[src/rtl/lif_neuron_update_scheduler.sv]
// rtl/lif_neuron_update_scheduler.sv - time-multiplexes one LIF neuron unit across a RAM of neuron states
//
// Purpose: on each Start pulse, sweeps neuron addresses 0..count-1. Per neuron it reads the
// status RAMs, enables the shared unit for UNIT_LATENCY cycles, writes the results back and,
// if the unit spiked, hands the neuron address to the spike router with a valid/ready handshake.
//
// Ports:
//   Clock, Reset            rising-edge clock, asynchronous active-low reset
//   Start, NeuronCount      sweep request and neuron count (count sampled with Start, clamped to NEURON_NUM)
//   Busy, Done, Timestep    sweep in progress, one-cycle completion pulse, completed-sweep counter
//   RdEn, RdAddr            neuron RAM read request (data valid the following cycle)
//   UpdateEnable            enable for the shared neuron unit
//   WrEn, WrAddr            write-back of Vmem/gex/gin/RefVal
//   SpikeIn                 unit spike output, sampled during write-back
//   SpikeValid, SpikeAddr,
//   SpikeReady              spike address handshake towards the router
//   SpikeCount              (only with SCHED_SPIKE_COUNT_EN) spikes accepted in the current/last sweep
//
// Optional feature macro: SCHED_SPIKE_COUNT_EN
module lif_neuron_update_scheduler #(
    parameter int NEURON_NUM        = 256,
    parameter int NEURON_ADDR_WIDTH = 8,
    parameter int UNIT_LATENCY      = 1,
    parameter int TSTEP_WIDTH       = 16
) (
    input  logic                         Clock,
    input  logic                         Reset,
    input  logic                         Start,
    input  logic [NEURON_ADDR_WIDTH:0]   NeuronCount,
    output logic                         Busy,
    output logic                         Done,
    output logic [TSTEP_WIDTH-1:0]       Timestep,
    output logic                         RdEn,
    output logic [NEURON_ADDR_WIDTH-1:0] RdAddr,
    output logic                         UpdateEnable,
    output logic                         WrEn,
    output logic [NEURON_ADDR_WIDTH-1:0] WrAddr,
    input  logic                         SpikeIn,
    output logic                         SpikeValid,
    output logic [NEURON_ADDR_WIDTH-1:0] SpikeAddr,
    input  logic                         SpikeReady
`ifdef SCHED_SPIKE_COUNT_EN
    ,
    output logic [NEURON_ADDR_WIDTH:0]   SpikeCount
`endif
);

    typedef enum logic [2:0] {
        S_IDLE,
        S_READ,
        S_UPDATE,
        S_WRITE,
        S_SPIKE,
        S_DONE
    } state_t;

    localparam logic [NEURON_ADDR_WIDTH:0]   NUM_MAX  = (NEURON_ADDR_WIDTH+1)'(NEURON_NUM);
    localparam logic [NEURON_ADDR_WIDTH:0]   CNT_ONE  = (NEURON_ADDR_WIDTH+1)'(1);
    localparam logic [NEURON_ADDR_WIDTH-1:0] IDX_ONE  = NEURON_ADDR_WIDTH'(1);
    localparam logic [TSTEP_WIDTH-1:0]       TS_ONE   = TSTEP_WIDTH'(1);
    // Counter runs LAT_INIT..0, so UPDATE lasts exactly UNIT_LATENCY cycles.
    localparam logic [3:0]                   LAT_INIT = 4'(UNIT_LATENCY - 1);

    state_t                         state_q, state_d;
    logic [NEURON_ADDR_WIDTH-1:0]   index_q, index_d;
    logic [NEURON_ADDR_WIDTH:0]     count_q, count_d;
    logic [3:0]                     lat_q, lat_d;
    logic [TSTEP_WIDTH-1:0]         ts_q, ts_d;
    logic [NEURON_ADDR_WIDTH:0]     start_count;
    logic                           is_last;
`ifdef SCHED_SPIKE_COUNT_EN
    logic [NEURON_ADDR_WIDTH:0]     spk_cnt_q, spk_cnt_d;
`endif

    assign start_count = (NeuronCount > NUM_MAX) ? NUM_MAX : NeuronCount;
    // Compare index+1 against count so the last address (NEURON_NUM-1) never needs to wrap.
    assign is_last     = (({1'b0, index_q} + CNT_ONE) == count_q);

    always_ff @(posedge Clock or negedge Reset) begin
        if (!Reset) begin
            state_q   <= S_IDLE;
            index_q   <= '0;
            count_q   <= '0;
            lat_q     <= '0;
            ts_q      <= '0;
`ifdef SCHED_SPIKE_COUNT_EN
            spk_cnt_q <= '0;
`endif
        end else begin
            state_q   <= state_d;
            index_q   <= index_d;
            count_q   <= count_d;
            lat_q     <= lat_d;
            ts_q      <= ts_d;
`ifdef SCHED_SPIKE_COUNT_EN
            spk_cnt_q <= spk_cnt_d;
`endif
        end
    end

    always_comb begin
        state_d   = state_q;
        index_d   = index_q;
        count_d   = count_q;
        lat_d     = lat_q;
        ts_d      = ts_q;
`ifdef SCHED_SPIKE_COUNT_EN
        spk_cnt_d = spk_cnt_q;
`endif
        case (state_q)
            S_IDLE: begin
                if (Start) begin
                    count_d   = start_count;
                    index_d   = '0;
`ifdef SCHED_SPIKE_COUNT_EN
                    spk_cnt_d = '0;
`endif
                    state_d   = (start_count == '0) ? S_DONE : S_READ;
                end
            end
            S_READ: begin
                lat_d   = LAT_INIT;
                state_d = S_UPDATE;
            end
            S_UPDATE: begin
                if (lat_q == 4'd0) begin
                    state_d = S_WRITE;
                end else begin
                    lat_d = lat_q - 4'd1;
                end
            end
            S_WRITE: begin
                if (SpikeIn) begin
                    state_d = S_SPIKE;
                end else if (is_last) begin
                    state_d = S_DONE;
                end else begin
                    index_d = index_q + IDX_ONE;
                    state_d = S_READ;
                end
            end
            S_SPIKE: begin
                if (SpikeReady) begin
`ifdef SCHED_SPIKE_COUNT_EN
                    spk_cnt_d = spk_cnt_q + CNT_ONE;
`endif
                    if (is_last) begin
                        state_d = S_DONE;
                    end else begin
                        index_d = index_q + IDX_ONE;
                        state_d = S_READ;
                    end
                end
            end
            S_DONE: begin
                ts_d    = ts_q + TS_ONE;
                state_d = S_IDLE;
            end
            default: state_d = S_IDLE;
        endcase
    end

    // Moore outputs; addresses are forced to zero outside their strobe.
    assign Busy         = (state_q != S_IDLE);
    assign Done         = (state_q == S_DONE);
    assign Timestep     = ts_q;
    assign RdEn         = (state_q == S_READ);
    assign RdAddr       = RdEn ? index_q : '0;
    assign UpdateEnable = (state_q == S_UPDATE);
    assign WrEn         = (state_q == S_WRITE);
    assign WrAddr       = WrEn ? index_q : '0;
    assign SpikeValid   = (state_q == S_SPIKE);
    assign SpikeAddr    = SpikeValid ? index_q : '0;
`ifdef SCHED_SPIKE_COUNT_EN
    assign SpikeCount   = spk_cnt_q;
`endif

endmodule

[config.mk]
export PLATFORM = sky130hd
export DESIGN_NAME = lif_neuron_update_scheduler
export DESIGN_NICKNAME = d
export VERILOG_FILES = /design/src/rtl/lif_neuron_update_scheduler.sv
export SDC_FILE = /design/constraint.sdc
export NUM_CORES = 1
export LEC_CHECK = 0
export CELL_PAD_IN_SITES_DETAIL_PLACEMENT = 0
export CELL_PAD_IN_SITES_GLOBAL_PLACEMENT = 1
export CORE_MARGIN = 3
export CORE_UTILIZATION = 38
export CTS_BUF_LIST = sky130_fd_sc_hd__clkbuf_8
export DETAILED_ROUTE_END_ITERATION = 7
export GPL_TIMING_DRIVEN = 0
export PLACE_DENSITY_LB_ADDON = 0.15
export RECOVER_POWER = 25
export SLEW_MARGIN = 20
export SYNTH_ARGS = -nofsm -noshare
export SYNTH_HDL_FRONTEND = slang
export SYNTH_SLANG_ARGS = --single-unit
[constraint.sdc]
create_clock -name Clock -period 3.07 [get_ports Clock]
set_input_delay 0.4605 -clock Clock [delete_from_list [all_inputs] [get_ports Clock]]
set_output_delay 0.4605 -clock Clock [all_outputs]
set_load 0.01 [all_outputs]
==> results.ini, run 1 <==
[clock_network]
cts_buffers=5
cts.sinks=40
htreeDepth=2
insertion_delay_ns=0.30
ctsResizeCount=0
clk_path_buf_depth=2
root_buffer=clkbuf_8
tritoncts=built
postCtsSetupRepairBufs=0
postCtsHoldBufs=0
path_clk_slew_ns=0.09

[global_routing]
antenna_found_initial=0
grt_pass1_vias=1910
grt_pass1_wl_um=9340
grt_usage_pct=16.3
grt_max_degree=25
grt.overflow.total=0

[die]
fp.coreArea_mm2=0.00571
die-area_mm2=0.00712
die_h_um=84.4
pin_count=60
die_w_um=84.4
rows=27
start_util_pct=40.9

[outcome]
outcome=finished, final reports clean

[yosys]
synth_top_cells_by_area=dfrtp_1 (43%), xnor2_1 (7.1%), and2_1 (4.6%)
yosys_warnings=0
async_flop_share_pct=100
yosysSeqAreaShare_pct=42.8
post-synth-top-count-cell=dfrtp_1
syn_avg_cell_area_um2=9.42
synth_edf_count=0
synth_cell_type_count=42
synth_cells=248
syn_area_mm2=0.00234
synth_nets=266
synth_commonest_cells=dfrtp_1 (40), nand2_1 (21), o21ai_0 (19), xnor2_1 (19), and2_1 (17)
ys_ff_latch=40
yosysTopAreaCell=dfrtp_1
synth_flop_cell=dfrtp_1
yosysTopAreaCellShare_pct=42.8

[power]
switching_share_pct=38.0
pwr-share-seq_pct=35.9
power_w=0.00217
combinationalPowerShare_pct=42.7
p_clk_share_pct=21.4
power_density_mw_per_mm2=693
leakage_nw=1.34
vdd_drop_max_v=0.000477
internal_power_w=0.00135
power.switching_w=0.000824

[critical_path]
required_ns=2.61
worstPathArrival_ns=2.39
ff2ff_setup_slack_ns=0.40
critPathLaunchType=register
crit_type=reg2out
rr_startpoint=index_q[0]
worstPathMaxFanout=10
ff2ff_path_depth=9
r2r-end=index_q[5]
cp-end-kind=output pin

[finish]
antennaDiodeCount=0
syn2layout_area_growth_pct=34.2
fill_cells=537
drive_gt1_share_pct=10.1
final_nets=333

[hold_path]
hold_path.class=in2async

[sta]
setup_violations=0
hold_viol=0
rsz0062_at_grt=false
relSlewSlack_pct=10.5
drv_slew=0
tightest_slew_ns=1.34
post-route-period-util_pct=93.0
tns_ns=0
fin_crit_ns=2.85
fmaxAchievable_ghz=0.350
fin_worst_skew_ns=0.0107

[placed_design]
place.gp.congestion=0.798
hpwl_um=4400
io_buffers=59

[routing]
drt_iter0_drc=64
first_pass_iters=4
viasPerCell=5.07
totalWireLength_um=5670
drc=0
detail-route-antenna-nets=0
vias=1969
routedWlPerCell_um=14.6

[flow_run]
cap_violations=0

==> state kept, by name, summed over array words and instances (netlist names) <==
register,cells
Timestep,16
count_q,9
index_q,8
lat_q,4
state_q,3
==> per-layer routing <==
metal | share of wire (%) | GRT usage (%) | vias up | wire, um
met5 | 0 | 0 | - | 0
met4 | 1.1 | 4.75 | 0 | 61
met3 | 4.2 | 3.43 | 6 | 238
met2 | 49 | 28.0 | 44 | 2770
met1 | 46 | 20.8 | 938 | 2600
li1 | - | - | 981 | -
==> per-stage QoR <==
step / cells / setup WS (ns) / cell area [um^2] / hold WS [ns] / utilization [%]
after floorplan: 248 / 0.877 / 2340 / 0.165 / -
after global placement: 379 / 0.412 / 3020 / 0.461 / 52.8
after detailed placement: 380 / 0.390 / 3030 / 0.412 / 53.1
after CTS: 388 / 0.176 / 3150 / 0.0825 / 55.2
after global routing: 388 / 0.0874 / 3140 / 0.328 / 54.9
final: 388 / 0.216 / 3140 / 0.238 / 54.9
==> kinds of logic (layout without fill, tap and decap cells) <==
logic type,Yosys count,count (layout),share of synthesized area (%)
xor+xnor,29,29,10.9
simple gates,117,117,27.1
flops,40,40,42.8
fa+ha+maj,4,4,2.14
buf+inv,17,85,4.02
compound gates,38,38,11.6
mux,3,3,1.45
==> critical path, stage by stage, from the launching register on <==
cell and delay [ns]:
dfrtp_1 0.37, buf_4 0.16, nor3b_1 0.40, clkbuf_1 0.40, and2_1 0.21, clkdlybuf4s50_1 0.54
==> layout make-up <==
type,count,area [um^2],area share (%)
clock inverters,2,38.8,1.24
multi-input cells,191,1240,39.6
clock buffers,6,82.6,2.63
repair buffers,60,588,18.8
flip-flops and latches,40,1000,31.9
inverters,4,15.0,0.479
plain buffers,13,78.8,2.51
well taps,72,90.1,2.87
==> power by group through the flow <==
stage / Clock (W) / Combinational [W] / Sequential [W]
finish: 0.000465 / 0.000926 / 0.000780
CTS: 0.000474 / 0.000944 / 0.000783
global placement: 0 / 0.000926 / 0.000791
floorplan: 0 / 0.000643 / 0.000765
global route: 0.000494 / 0.00104 / 0.000800
detailed placement: 0 / 0.000941 / 0.000795
==> worst max-delay path by stage <==
stage / start / to / slack (ns)
after floorplan: index_q[0] / index_q[5] / 0.88
after global placement: index_q[0] / index_q[4] / 0.41
after detailed placement: index_q[0] / index_q[4] / 0.39
after CTS: state_q[2] / RdAddr[1] / 0.18
after global routing: state_q[1] / RdAddr[1] / 0.09
final: state_q[1] / RdAddr[1] / 0.22
==> layout by cell type, fill, tap and decap left out, types with 4 or more instances in the layout <==
cell              n
clkdlybuf4s50_1  58
dfrtp_1          40
nand2_1          21
o21ai_0          19
xnor2_1          19
and2_1           17
nor2_1           16
nand3_1          12
nor3_1           11
and3_1           11
xor2_1           10
nand2b_1          9
clkbuf_1          7
clkbuf_8          6
inv_1             4
nand4_1           4
o31ai_2           4
ha_1              4
No activity file was read; power rests on OpenSTA's default activity.
==> inputs of run 2 (changes only) <==
--- a/config.mk
+++ b/config.mk
@@ -7,6 +7,7 @@
 export LEC_CHECK = 0
 export CELL_PAD_IN_SITES_DETAIL_PLACEMENT = 0
 export CELL_PAD_IN_SITES_GLOBAL_PLACEMENT = 1
+export CORE_ASPECT_RATIO = 0.5
 export CORE_MARGIN = 3
 export CORE_UTILIZATION = 38
 export CTS_BUF_LIST = sky130_fd_sc_hd__clkbuf_8
==> run 2 against run 1 <==
  * Sequential share of layout area is 0.27 points higher
  * Critical endpoint is now RdAddr[4]
  * Count of clock-buffer cells in the layout is the same
  * Largest power group unchanged
  * Worst hold slack worse by 0.0050 ns
  * Register-to-register slack worse by 0.02 ns
  * Sequential power about the same
  * Routed wire length down 2.7%
  * Cell area down 0.84%
==> results.ini, run 2 (synthesis results as in run 1) <==
[global_routing]
grt_pass1_vias=1819
grt_pass1_wl_um=8850
grt_usage_pct=16.4
grt.overflow.total=0
antenna_found_initial=0
grt_max_degree=26

[power]
switching_share_pct=39.1
p_clk_share_pct=17.9
combinationalPowerShare_pct=44.4
power.switching_w=0.000809
vdd_drop_max_v=0.000313
power_w=0.00207
power_density_mw_per_mm2=666
leakage_nw=1.32
internal_power_w=0.00126
pwr-share-seq_pct=37.7

[routing]
totalWireLength_um=5520
drt_iter0_drc=120
first_pass_iters=4
vias=1951
drc=0
routedWlPerCell_um=14.2
viasPerCell=5.02
detail-route-antenna-nets=0

[clock_network]
path_clk_slew_ns=0.08
postCtsHoldBufs=0
htreeDepth=2
root_buffer=clkbuf_8
cts.sinks=40
tritoncts=built
cts_buffers=5
insertion_delay_ns=0.30
clk_path_buf_depth=2
postCtsSetupRepairBufs=0
ctsResizeCount=0

[die]
pin_count=60
die_w_um=117
fp.coreArea_mm2=0.00571
die-area_mm2=0.00718
rows=19
die_h_um=61.4
start_util_pct=40.9

[finish]
drive_gt1_share_pct=9.81
final_nets=333
largest_reg_flops=16
final_common_cell=clkdlybuf4s50_1
syn2layout_area_growth_pct=33.1
final_cell_mix=clkdlybuf4s50_1 (58), dfrtp_1 (40), nand2_1 (21)
post-route-cell-area_mm2=0.00311
antennaDiodeCount=0

[critical_path]
r2r-end=index_q[5]
ff2ff_path_depth=9
cp-end-kind=output pin
ff2ff_setup_slack_ns=0.38
rr_startpoint=index_q[0]
required_ns=2.61
crit_type=reg2out
critPathLaunchType=register
worstPathArrival_ns=2.26
worstPathMaxFanout=10

[outcome]
outcome=finished, final reports clean

[flow_run]
cap_violations=0

[hold_path]
hold_path.class=in2async

[sta]
fin_worst_skew_ns=0.00921
rsz0062_at_grt=false
fmaxAchievable_ghz=0.368
tns_ns=0
setup_violations=0
relSlewSlack_pct=6.31
drv_slew=0
tightest_slew_ns=1.41
fin_crit_ns=2.72
hold_viol=0
post-route-period-util_pct=88.5

[placed_design]
io_buffers=59
hpwl_um=4190
place.gp.congestion=0.805
place_area_mm2=0.00303

## run 2: cell types whose count changed in the layout (fill, tap and decap cells not counted), sizes merged
cell and delta:
bufinv -1, clkinv -1, clkinvlp +1, inv +1
## run 2: layer usage
| metal | vias up | share of wire, % | GRT usage, % | routed length [um] |
|---|---|---|---|---|
| met3 | 5 | 3.9 | 4.71 | 216 |
| li1 | 985 | - | - | - |
| met4 | 0 | 0.83 | 4.90 | 46 |
| met5 | - | 0 | 0 | 0 |
| met1 | 926 | 48 | 21.0 | 2640 |
| met2 | 35 | 47 | 27.3 | 2610 |
## run 2: area by class of cell
class / instances / area, um^2
buffer: 13 / 78.8
clock buffer: 6 / 82.6
clock inverter: 2 / 11.3
fill: 528 / 2600
inverter: 4 / 15.0
multi-input combinational: 191 / 1240
sequential: 40 / 1000
tap: 73 / 91.3
timing repair buffer: 60 / 588
## run 2: worst max-delay path by stage
stage | from | endpoint | slack, ns | depth (start not counted)
6_report | state_q[1] | RdAddr[4] | 0.35 | 5
5_1_grt | state_q[1] | RdAddr[3] | 0.15 | 5
4_1_cts | state_q[1] | RdAddr[4] | 0.30 | 5
3_5_place_dp | index_q[0] | index_q[5] | 0.41 | 9
3_3_place_gp | index_q[0] | index_q[3] | 0.43 | 9
2_1_floorplan | index_q[0] | index_q[5] | 0.88 | 9
## run 2: power groups by stage
stage / registers (W) / clock network, W / logic [W]
2_1_floorplan: 0.000765 / 0 / 0.000643
3_3_place_gp: 0.000788 / 0 / 0.000904
3_5_place_dp: 0.000790 / 0 / 0.000933
4_1_cts: 0.000781 / 0.000384 / 0.000934
5_1_grt: 0.000796 / 0.000406 / 0.00104
6_report: 0.000780 / 0.000371 / 0.000920
## run 2: stage by stage
stage | cells | util, % | hold slack [ns] | setup slack (ns)
3_3_place_gp | 380 | 52.9 | 0.458 | 0.428
5_1_grt | 389 | 54.5 | 0.308 | 0.155
6_report | 389 | 54.5 | 0.233 | 0.353
2_1_floorplan | 248 | - | 0.165 | 0.877
4_1_cts | 389 | 54.8 | 0.0736 | 0.301
3_5_place_dp | 381 | 53.2 | 0.407 | 0.413
## run 2: worst max-delay path, stage by stage (launching register included)
cell,delay (ns)
dfrtp_1,0.36
buf_4,0.16
nor3b_1,0.40
clkbuf_1,0.32
and2_1,0.17
clkdlybuf4s50_1,0.54
==> inputs of run 3 (changes only) <==
--- a/config.mk
+++ b/config.mk
@@ -9,10 +9,10 @@
 export CELL_PAD_IN_SITES_GLOBAL_PLACEMENT = 1
 export CORE_ASPECT_RATIO = 0.5
 export CORE_MARGIN = 3
-export CORE_UTILIZATION = 38
-export CTS_BUF_LIST = sky130_fd_sc_hd__clkbuf_8
+export CORE_UTILIZATION = 37
 export DETAILED_ROUTE_END_ITERATION = 7
 export GPL_TIMING_DRIVEN = 0
+export MAX_ROUTING_LAYER = met4
 export PLACE_DENSITY_LB_ADDON = 0.15
 export RECOVER_POWER = 25
 export SLEW_MARGIN = 20
==> run 3 against run 2 <==
  * Non-clock buffer count did not move
  * Routed wire length rose by 1.1%
  * First-iteration DRC count fell by 14%
  * Critical path type unchanged
==> results.ini, run 3 (synthesis results as in run 1) <==
[clock_network]
insertion_delay_ns=0.28
postCtsSetupRepairBufs=0
clk_path_buf_depth=2
root_buffer=clkbuf_16
cts.sinks=40
htreeDepth=2
postCtsHoldBufs=0
tritoncts=built
path_clk_slew_ns=0.06
ctsResizeCount=0
cts_buffers=5

[global_routing]
grt_pass1_wl_um=9440
grt_max_degree=24
grt.overflow.total=0
antenna_found_initial=0
grt_usage_pct=16.3
grt_pass1_vias=1946

[sta]
drv_slew=0
rsz0062_at_grt=false
setup_violations=0
tightest_slew_ns=1.31
fmaxAchievable_ghz=0.370
fin_worst_skew_ns=0.00176
hold_viol=0
fin_crit_ns=2.71
tns_ns=0
post-route-period-util_pct=88.1
relSlewSlack_pct=12.5

[finish]
final_cell_mix=clkdlybuf4s50_1 (58), dfrtp_1 (40), nand2_1 (21)
postLayoutCoreUtil_pct=55.3
syn2layout_area_growth_pct=36.7
antennaDiodeCount=0
fill_cells=542
final_nets=333
regArea_mm2=0.00100
multiInputGateArea_mm2=0.00124
final_common_cell=clkdlybuf4s50_1
drive_gt1_share_pct=9.81
largest_reg_flops=16

[placed_design]
hpwl_um=4160
io_buffers=59
place.gp.congestion=0.800

[die]
fp.coreArea_mm2=0.00578
start_util_pct=40.4
die-area_mm2=0.00736
die_w_um=118
pin_count=60
die_h_um=62.2
rows=19

[outcome]
outcome=finished, final reports clean

[power]
power_density_mw_per_mm2=719
vdd_drop_max_v=0.000354
leakage_nw=1.36

[routing]
detail-route-antenna-nets=0
viasPerCell=4.94
totalWireLength_um=5580
routedWlPerCell_um=13.9
vias=1977
drc=0
drt_iter0_drc=103
first_pass_iters=4

[hold_path]
hold_path.class=in2async

[critical_path]
critPathLaunchType=register
worstPathMaxFanout=10
cp-end-kind=output pin
required_ns=2.61
worstPathArrival_ns=2.25
crit_type=reg2out

[flow_run]
cap_violations=0

-- run 3: changes by cell type in the layout (fill, tap and decap cells not counted), sizes merged --
cell,change
bufinv,+1
inv,-1
clkinv,+1
clkinvlp,-1
-- run 3: metrics by stage --
step                total power [W]  hold WS [ns]  cell area, um^2  std cells  setup slack [ns]
global placement            0.00170         0.461             3030        391             0.393
finish                      0.00230         0.287             3190        400             0.364
global route                0.00247         0.384             3190        400             0.187
floorplan                   0.00141         0.165             2340        248             0.877
detailed placement          0.00172         0.420             3050        392             0.404
CTS                         0.00232         0.116             3210        400             0.331
-- run 3: where the power goes --
group / internal [W] / switching, W
Clock: 0.000382 / 0.000210
Sequential: 0.000659 / 0.000121
Combinational: 0.000425 / 0.000499
-- run 3: cell type report --
| class | instances | area share (%) |
|---|---|---|
| Buffer | 13 | 2.47 |
| Clock buffer | 6 | 4.04 |
| Clock inverter | 2 | 1.10 |
| Inverter | 4 | 0.470 |
| Multi-Input combinational cell | 191 | 38.9 |
| Sequential cell | 40 | 31.3 |
| Tap cell | 84 | 3.29 |
| Timing Repair Buffer | 60 | 18.4 |
-- run 3: routing by layer --
| metal | routed length [um] | GRT usage, % |
|---|---|---|
| met5 | 0 | - |
| met2 | 2660 | 26.0 |
| met4 | 40 | 4.33 |
| met1 | 2610 | 20.3 |
| met3 | 265 | 4.90 |
-- run 3: critical path: stages, from the launching register on --
cell and delay (ns):
dfrtp_1 0.35, buf_4 0.16, nor3b_1 0.39, clkbuf_1 0.33, and2_1 0.19, clkdlybuf4s50_1 0.53
-- run 3: worst paths after layout --
check	from	endpoint	slack (ns)	cells after the start
setup reg to reg	index_q[0]	index_q[6]	0.39	9
hold / removal	Reset	Timestep[3]	0.29	1
max in group asynchronous	Reset	index_q[7]	1.08	2
hold reg to reg	Timestep[15]	Timestep[15]	0.47	1
setup / recovery	state_q[1]	RdAddr[5]	0.36	5
min in group Clock	Timestep[15]	Timestep[15]	0.47	1
